`src/rtl/wlb_pkg.sv`:
```
// Shared helpers for the sliding-window line buffer: window bit placement
// and the unit used to derive the largest legal row length.
package wlb_pkg;

  // The largest legal row length is WLB_LEN_UNIT << ADDR_BIT.
  localparam logic [31:0] WLB_LEN_UNIT = 32'd1;

  function automatic int win_offset(input int r, input int c, input int k, input int width);
    return (r * k + c) * width;
  endfunction

endpackage

```
`src/rtl/window_line_buffer_row_delay.sv`:
```
// One image row of delay: a circular RAM that is read and then overwritten
// at a single pointer, so dout is the pixel accepted row_len shifts ago.
module row_delay
  import wlb_pkg::*;
#(
  parameter int WIDTH    = 8,
  parameter int ADDR_BIT = 3
) (
  input  logic                clk,
  input  logic                rst,
  input  logic                clr,
  input  logic                en,
  input  logic [ADDR_BIT:0]   row_len,
  input  logic [WIDTH-1:0]    din,
  output logic [WIDTH-1:0]    dout
);

  logic [WIDTH-1:0]    mem_q [2**ADDR_BIT];
  logic [ADDR_BIT-1:0] ptr_q, ptr_d;
  logic                ptr_last;

  assign ptr_last = ({1'b0, ptr_q} == row_len - (ADDR_BIT+1)'(1));
  assign dout     = mem_q[ptr_q];

  always_comb begin
    ptr_d = ptr_q;
    if (clr) begin
      ptr_d = '0;
    end else if (en) begin
      ptr_d = ptr_last ? '0 : ptr_q + ADDR_BIT'(1);
    end
  end

  always_ff @(posedge clk or negedge rst) begin
    if (!rst) begin
      ptr_q <= '0;
    end else begin
      ptr_q <= ptr_d;
    end
  end

  // Storage contents survive reset and flush; stale data never reaches a valid window.
  always_ff @(posedge clk) begin
    if (en) begin
      mem_q[ptr_q] <= din;
    end
  end

endmodule

```
`src/rtl/window_line_buffer.sv`:
```
// K x K sliding window over a raster pixel stream using K-1 row delays.
// Optional feature: define WLB_STRIDE2_EN to add the stride2 input.
module window_line_buffer
  import wlb_pkg::*;
#(
  parameter int K        = 3,
  parameter int WIDTH    = 8,
  parameter int ADDR_BIT = 3
) (
  input  logic                   clk,
  input  logic                   rst,
  input  logic                   clr,
  input  logic [ADDR_BIT:0]      row_len,
`ifdef WLB_STRIDE2_EN
  input  logic                   stride2,
`endif
  input  logic                   in_valid,
  output logic                   in_ready,
  input  logic [WIDTH-1:0]       in,
  output logic                   out_valid,
  input  logic                   out_ready,
  output logic [K*K*WIDTH-1:0]   window,
  output logic                   cfg_err
);

  localparam int RW = $clog2(K);
  localparam logic [ADDR_BIT:0] LEN_MAX = (ADDR_BIT+1)'(WLB_LEN_UNIT << ADDR_BIT);
  localparam logic [ADDR_BIT:0] LEN_MIN = (ADDR_BIT+1)'(K);
  localparam logic [RW-1:0]     ROW_TOP = RW'(K-1);
  localparam logic [ADDR_BIT-1:0] COL_FIRST = ADDR_BIT'(K-1);

  logic [ADDR_BIT-1:0] col_q, col_d;
  logic [RW-1:0]       row_q, row_d;
  logic [ADDR_BIT:0]   len_q, len_d;
  logic                out_valid_q, out_valid_d;
  logic [WIDTH-1:0]    win_q [K][K];
  logic [WIDTH-1:0]    win_d [K][K];
  logic [WIDTH-1:0]    dly_in  [K-1];
  logic [WIDTH-1:0]    dly_out [K-1];
  logic                accept, col_last, emit;

  assign cfg_err   = (len_q < LEN_MIN) || (len_q > LEN_MAX);
  assign in_ready  = rst && !clr && !cfg_err && (!out_valid_q || out_ready);
  assign accept    = in_valid && in_ready;
  assign col_last  = ({1'b0, col_q} == len_q - (ADDR_BIT+1)'(1));
  assign out_valid = out_valid_q;

`ifdef WLB_STRIDE2_EN
  localparam logic KM1_LSB = 1'((K-1) % 2);
  logic stride2_q, rowpar_q;

  // Parity keeps counting after row saturates so every other image row qualifies.
  always_ff @(posedge clk or negedge rst) begin
    if (!rst) begin
      stride2_q <= 1'b0;
      rowpar_q  <= 1'b0;
    end else if (clr) begin
      stride2_q <= stride2;
      rowpar_q  <= 1'b0;
    end else if (accept && col_last) begin
      rowpar_q  <= ~rowpar_q;
    end
  end

  assign emit = (row_q == ROW_TOP) && (col_q >= COL_FIRST) &&
                (!stride2_q || ((col_q[0] == KM1_LSB) && !rowpar_q));
`else
  assign emit = (row_q == ROW_TOP) && (col_q >= COL_FIRST);
`endif

  always_comb begin
    col_d       = col_q;
    row_d       = row_q;
    len_d       = len_q;
    out_valid_d = out_valid_q;
    win_d       = win_q;
    if (clr) begin
      col_d       = '0;
      row_d       = '0;
      len_d       = row_len;
      out_valid_d = 1'b0;
      win_d       = '{default: '0};
    end else begin
      if (out_valid_q && out_ready) begin
        out_valid_d = 1'b0;
      end
      if (accept) begin
        col_d = col_last ? '0 : col_q + ADDR_BIT'(1);
        if (col_last && (row_q != ROW_TOP)) begin
          row_d = row_q + RW'(1);
        end
        if (emit) begin
          out_valid_d = 1'b1;
        end
        for (int r = 0; r < K; r++) begin
          for (int c = 0; c < K - 1; c++) begin
            win_d[r][c] = win_q[r][c+1];
          end
          win_d[r][K-1] = (r == K - 1) ? in : dly_out[r];
        end
      end
    end
  end

  always_ff @(posedge clk or negedge rst) begin
    if (!rst) begin
      col_q       <= '0;
      row_q       <= '0;
      len_q       <= LEN_MAX;
      out_valid_q <= 1'b0;
      win_q       <= '{default: '0};
    end else begin
      col_q       <= col_d;
      row_q       <= row_d;
      len_q       <= len_d;
      out_valid_q <= out_valid_d;
      win_q       <= win_d;
    end
  end

  // Delay K-2 sees the newest pixel; each lower delay is fed by the one above.
  genvar gi, gj;
  generate
    for (gi = 0; gi < K - 1; gi++) begin : g_dly
      if (gi == K - 2) begin : g_top
        assign dly_in[gi] = in;
      end else begin : g_chain
        assign dly_in[gi] = dly_out[gi+1];
      end

      row_delay #(
        .WIDTH    (WIDTH),
        .ADDR_BIT (ADDR_BIT)
      ) u_row_delay (
        .clk     (clk),
        .rst     (rst),
        .clr     (clr),
        .en      (accept),
        .row_len (len_q),
        .din     (dly_in[gi]),
        .dout    (dly_out[gi])
      );
    end

    for (gi = 0; gi < K; gi++) begin : g_row
      for (gj = 0; gj < K; gj++) begin : g_col
        assign window[win_offset(gi, gj, K, WIDTH) +: WIDTH] = win_q[gi][gj];
      end
    end
  endgenerate

endmodule

```
`config.mk`:
```
export PLATFORM = sky130hd
export DESIGN_NAME = window_line_buffer
export DESIGN_NICKNAME = d
export VERILOG_FILES = /design/src/rtl/wlb_pkg.sv /design/src/rtl/window_line_buffer_row_delay.sv /design/src/rtl/window_line_buffer.sv
export SDC_FILE = /design/constraint.sdc
export NUM_CORES = 1
export LEC_CHECK = 0
export BUFFER_PORTS_ARGS = -buffer_cell sky130_fd_sc_hd__clkbuf_2
export CORE_UTILIZATION = 60
export DETAILED_ROUTE_END_ITERATION = 7
export HOLD_SLACK_MARGIN = 0.1
export PLACE_DENSITY_LB_ADDON = 0.25
export SLEW_MARGIN = 30
export SYNTH_ARGS = -nofsm -noshare
export SYNTH_HDL_FRONTEND = slang
export SYNTH_SLANG_ARGS = --single-unit
```
`constraint.sdc`:
```
create_clock -name clk -period 5.1 [get_ports clk]
set_input_delay 0.765 -clock clk [delete_from_list [all_inputs] [get_ports clk]]
set_output_delay 0.765 -clock clk [all_outputs]
set_load 0.01 [all_outputs]
```
-- Word-level counts from Yosys, hierarchy flattened
Memory sizes are Yosys's and may differ from the RTL's.
Cells that the tools add are included.
- flip-flop bits (word level): 88
- RAM bits: 128
- input port bits: 17
- memories: 2
- word-level logic and storage cells: 65
- memory list (name ; depth ; width ; rd ports ; clocked after memory_dff ; wr ports ; line ; text):
    g_dly[0].u_row_delay.mem_q ; 8 ; 8 ; 1 ; 0 ; 1 ; window_line_buffer_row_delay.sv:18 ; logic [WIDTH-1:0] mem_q [2**ADDR_BIT];
    g_dly[1].u_row_delay.mem_q ; 8 ; 8 ; 1 ; 0 ; 1 ; window_line_buffer_row_delay.sv:18 ;
- reduce and logical (&&, ||, !) cells: 15
- add/sub/neg operators: 5
- equal/unequal tests: 5
- multiplexer cells: 20
- order comparisons: 3
- operators by type and width (cell ; count):
    72-bit 2-to-1 mux ; 2
    3-bit 2-to-1 mux ; 9
    3-bit by 4-bit equality test with 1-bit output ; 3
    3-bit by 1-bit adder with 3-bit output (second input constant) ; 3
    1-bit logical AND ; 7
    1-bit 2-to-1 mux ; 6
    2-bit 2-to-1 mux ; 3
    4-bit greater-than comparator (second input constant) ; 1
    4-bit by 2-bit < comparator with 1-bit output (second input constant) ; 1
    2-bit nonzero test ; 2
    4-bit by 1-bit subtractor with 4-bit output (second input constant) ; 1
    3-bit by 2-bit >= comparator with 1-bit output (second input constant) ; 1
    1-bit zero test ; 3
    2-bit by 1-bit adder with 2-bit output (second input constant) ; 1
    2-bit equality test (second input constant) ; 1
    1-bit logical OR ; 2
    2-bit != test (second input constant) ; 1
    2-bit AND reduction ; 1

-- Depth between registers and ports, before layout
- depth in word-level cells: 8
- depth in mapped cells: 10

-- Cells and area by module
A second synthesis with hierarchy kept.
- cell total of the unflattened synthesis: 726
- area total of the unflattened synthesis: 9295.2 um^2
- by module, submodules not included (module ; area an instance (um^2) ; cells an instance ; sequential area each (um^2) ; times used):
    window_line_buffer ; 3599.7 ; 373 ; 2053.2 ; 1
    row_delay at g_dly[0].u_row_delay ; 2865.2 ; 171 ; 1996.9 ; 1
    row_delay at g_dly[1].u_row_delay ; 2830.2 ; 182 ; 1996.9 ; 1

-- Least setup slack after synthesis
No wires, ideal clock.
- path type: input port to flip-flop
- start: in clr
- end: mem g_dly[0].u_row_delay.mem_q[2][0], enable pin
- path slack: 1.945 ns
- required time: 4.702 ns
- arrival time: 2.757 ns
- stages: 6
- cells stage by stage: clkbuf_1 -> nand2b_1 -> a2111oi_4 -> nand2_2 -> buf_2 -> nor4b_1
- cells in the longest elaborated chain, start to end: 7
- ends and longest elaborated chain (element ; line ; text):
    start: declaration ; window_line_buffer.sv:12 ; input logic clr,
    1-bit zero test ; window_line_buffer.sv:43 ; assign in_ready = rst && !clr && !cfg_err && (!out_valid_q || out_ready);
    1-bit logical AND (3 in series) ; window_line_buffer.sv:43 ;
    named net in_ready ; window_line_buffer.sv:18 ; output logic in_ready,
    1-bit logical AND ; window_line_buffer.sv:44 ; assign accept = in_valid && in_ready;
    1-bit 2-to-1 mux ; window_line_buffer_row_delay.sv:44 ; if (en) begin
    1-bit 2-to-1 mux (not written as such) ; window_line_buffer_row_delay.sv:45 ; mem_q[ptr_q] <= din;
    end: declaration ; window_line_buffer_row_delay.sv:18 ;
The timed path passes the listed nets, and every way through them passes these cells.

-- Worst setup path in the final report
- start: reg len_q[0]
- end: mem g_dly[1].u_row_delay.mem_q[3][4], enable pin
- cells in the longest elaborated chain, start to end: 8
- ends and longest elaborated chain (element ; line ; text):
    start: declaration ; window_line_buffer.sv:34 ; logic [ADDR_BIT:0] len_q, len_d;
    start signal: assignment ; window_line_buffer.sv:115 ; len_q <= len_d;
    4-bit by 2-bit < comparator with 1-bit output or 4-bit greater-than comparator (tied branches) ; window_line_buffer.sv:42 ; assign cfg_err = (len_q < LEN_MIN) || (len_q > LEN_MAX);
    1-bit logical OR (*) ; window_line_buffer.sv:42 ;
    1-bit zero test (*) ; window_line_buffer.sv:43 ;
    1-bit logical AND (*) (2 in series) ; window_line_buffer.sv:43 ;
    1-bit logical AND (*) ; window_line_buffer.sv:44 ;
    1-bit 2-to-1 mux (*) ; window_line_buffer_row_delay.sv:44 ;
    1-bit 2-to-1 mux (not written as such) (*) ; window_line_buffer_row_delay.sv:45 ;
    end: declaration ; window_line_buffer_row_delay.sv:18 ;
Mark *: on every way between the ends. The rest lies on a longest branch, timed or not.

==> qor.csv <==
stage;metric;value;unit
worst_setup_path;Crit path largest cell delay;590;ps
floorplanning;Core Rows;44;
floorplanning;Top Ports;92;
cts;Clock Pin Slew Worst Setup and Hold Paths;60;ps
timing;unrepaired setup endpoints after global routing;no;
timing;final slew viol count;0;
placed_design;DP Wirelength;12300;um
worst_setup_path;cell family with the largest share of critical-path delay;simple AND/OR/NAND/NOR gates;
global_route;largest net degree at the start of global routing;74;
hold_path;class of the most critical hold timing path;in2async;
final_layout;area of combinational cells with multiple inputs;2690;sq um
logic_synthesis;number of flops mapped to enable cells by yosys;128;
logic_synthesis;number of warning messages in the yosys log;0;
routing;average via count per standard cell;6.10;
worst_setup_path;launch point of the worst reg-to-reg path;len_q[0];
routing;vias after detailed routing;5749;
timing;minimum clock period;3340;ps
worst_setup_path;cell at the slowest stage of the critical path;sky130_fd_sc_hd__buf_4;
timing;final setup vio count;0;
worst_setup_path;data arrival at the endpoint of the critical path;3470;ps
floorplanning;die extent in y;124;um
timing;worst slew pin tran;1050;ps
pwr;sequential cell fraction of total power;51.7;%
logic_synthesis;post-synth design cell area;8910;sq um
final_layout;signed area change from the synthesized netlist to the final layout;14.5;%
logic_synthesis;top cell type by total area after synthesis;sky130_fd_sc_hd__edfxtp_1;
routing;iteration-0 DRC count of the detailed router;451;
logic_synthesis;sequential share of the synthesized area;67.8;%
timing;worst max-slew margin expressed relative to the limit;30.0;%
logic_synthesis;top-area cell type share of the netlist area;43.1;%
global_route;number of antenna violations at the first check in global routing;0;
global_route;via count of the first global-routing pass;5573;
logic_synthesis;number of nets produced by synthesis;691;
pwr;Comb power frac;6.1;%
timing;final worst-path cycle share;65.5;%
cts;CTS tree;built;
global_route;first-pass GRT wire length;30500;um
logic_synthesis;library cell with the highest instance count after synthesis;sky130_fd_sc_hd__nand2_1;
timing;setup TNS;0;ps
timing;Setup Skew;14.2;ps
worst_setup_path;crit path from;len_q[0];
pwr;Leakage;4.33;nW
cts;number of sinks driven by the clock tree;216;
floorplanning;Starting Density;61.3;%
final_layout;Final nets;768;
routing;Remaining DRCs;0;
worst_setup_path;number of gates on the worst path with buffers counted;8;
logic_synthesis;top flip-flop cell by instance count after synthesis;sky130_fd_sc_hd__edfxtp_1;
routing;routed wirelength normalized by instance count;21.1;um
timing;minimum hold slack;164;ps
logic_synthesis;syn avg cell area;13.4;sq um
cts;insertion delay to the later sink of the worst-skew pair;500;ps
logic_synthesis;post-synthesis cell type count;57;
timing;highest clock frequency the design can meet;299;MHz
final_layout;diode count;0;
worst_setup_path;slack of the worst reg-to-reg path;1760;ps
worst_setup_path;path depth of the worst reg2reg path;8;
global_route;all-layer global routing usage;26.8;%
cts;postcts setup bufs;0;
timing;number of hold violations in the final report;0;
placed_design;instance count after placement with tap cells included;901;
worst_setup_path;critical path data required time;5230;ps
cts;number of buffers between clock root and the deepest sink;3;
floorplanning;Die Width;124;um
pwr;total power after layout;3.70;mW
pwr;PD cells;362;nW/um^2
pwr;clock network fraction of total power;42.1;%
worst_setup_path;Worst setup SP type;register;
placed_design;worst setup slack before clock tree synthesis;1480;ps
final_layout;final non-filler cell area;10200;sq um
timing;post-layout worst setup margin;1760;ps
placed_design;count of buffers from port buffering;91;
worst_setup_path;maximum net fanout on the critical path;72;
final_layout;proportion of layout cells with a drive suffix above 1;25.3;%
worst_setup_path;series of cell instances along the critical path;inv_1 -> ha_1 -> nand2b_4 -> a2111oi_4 -> and2_2 -> buf_4 -> nand2_1 -> nor2_1;
worst_setup_path;endpoint of the most critical register-to-register path;g_dly[1].u_row_delay.mem_q[3][4];
pwr;Sw Share;22.3;%
cts;H-Tree Depth;1;
pwr;internal portion of total power;2.87;mW
cts;clock tree root buffer cell;sky130_fd_sc_hd__clkbuf_16;
global_route;final global-route overflow total;0;
logic_synthesis;number of flip-flops and latches in the synthesized netlist;216;
logic_synthesis;ranking of synthesized cells by instance count;sky130_fd_sc_hd__nand2_1 (134), sky130_fd_sc_hd__edfxtp_1 (128), sky130_fd_sc_hd__dfrtp_1 (87);
final_layout;fin cells;942;
floorplanning;Die Area;15400;sq um
placed_design;dpl cell area;9450;sq um
logic_synthesis;cell types with the largest area share after synthesis;sky130_fd_sc_hd__edfxtp_1 (43%), sky130_fd_sc_hd__dfrtp_1 (24%), sky130_fd_sc_hd__nand2_1 (5.6%);
cts;post-CTS sizing;0;
final_layout;filler cell count in the final layout;979;
final_layout;sequential cell area in the final layout;6050;sq um
cts;CTS hold repair buffers;0;
pwr;Net Switching;0.826;mW
worst_setup_path;start-to-end type of the worst setup path;reg2reg;
worst_setup_path;end of the critical path;g_dly[1].u_row_delay.mem_q[3][4];
floorplanning;Core Region;14500;sq um
worst_setup_path;number of buffer and inverter stages on the critical path;2;
flow_run;count of max-cap constraint violations;0;
logic_synthesis;cell count after synthesis;666;
pwr;worst vdd rail ir drop;0.000297;V
cts;CTS buffer count;23;
logic_synthesis;proportion of synthesized flip-flops having asynchronous set or reset;40.7;%
routing;residual antenna-violating net count after detailed routing;0;
worst_setup_path;critical path capture point type;register;
run_status;result of the run;finished, final reports clean;
final_layout;Post-Route Utilization;70.3;%
placed_design;weighted congestion reported at the end of routability-driven placement;0.955;
routing;first-pass iteration count of the detailed router;5;
routing;Total Wirelength;19800;um
-- routing by layer --
layer / part of all wire, % / vias up / wire length [um] / track usage, %
li1: - / 2565 / - / -
met1: 41 / 2940 / 8050 / 37.0
met4: 2.9 / 0 / 571 / 8.85
met3: 5.7 / 46 / 1130 / 4.72
met5: 0 / - / 0 / 0
met2: 51 / 198 / 10100 / 43.4
-- area by class of cell --
class / instances / share of cell area (%)
Multi-Input combinational cell: 398 / 26.4
Sequential cell: 216 / 59.2
Clock inverter: 7 / 0.404
Inverter: 5 / 0.184
Tap cell: 184 / 2.25
Timing Repair Buffer: 99 / 5.05
Clock buffer: 33 / 6.51
-- how the worst min path moves through the flow --
stage / endpoint / slack (ps) / cells after the start
2_1_floorplan: col_q[0] / 470 / 0
3_3_place_gp: window[39] / 480 / 2
3_5_place_dp: window[33] / 490 / 2
4_1_cts: window[16] / 160 / 1
5_1_grt: window[23] / 180 / 1
6_report: window[0] / 160 / 1
-- sequential cells by signal, summed over array words and instances, names as in the netlist --
signal	count
len_q	4
window	72
g_dly.u_row_delay.ptr_q	6
g_dly.u_row_delay.mem_q	128
col_q	3
out_valid	1
row_q	2
-- cells in the final DEF (no fill, tap or decap), drive strengths merged, types with 10 or more instances in the layout --
master and instances:
nand2 135, clkbuf 124, xnor2 10, nor2b 12
nand3 61, mux2i 17, a31o 11, nor2 29
mux4 18, edfxtp 128, dfrtp 87
-- power by group through the flow --
stage,registers [mW],logic (mW),clock network (mW)
3_3_place_gp,1.95,0.218,0
3_5_place_dp,1.95,0.225,0
6_report,1.91,0.227,1.56
4_1_cts,1.91,0.227,1.57
2_1_floorplan,1.94,0.143,0
5_1_grt,1.92,0.247,1.64
-- kinds of logic after synthesis --
family / Yosys count / share of synthesized area (%)
xor+xnor: 11 / 1.17
fa+ha+maj: 8 / 1.12
compound gates: 51 / 4.51
simple gates: 286 / 15.4
buf+inv: 52 / 2.61
flops: 216 / 67.8
mux: 42 / 7.34
Note: power is estimated with default switching activity, not from simulation.
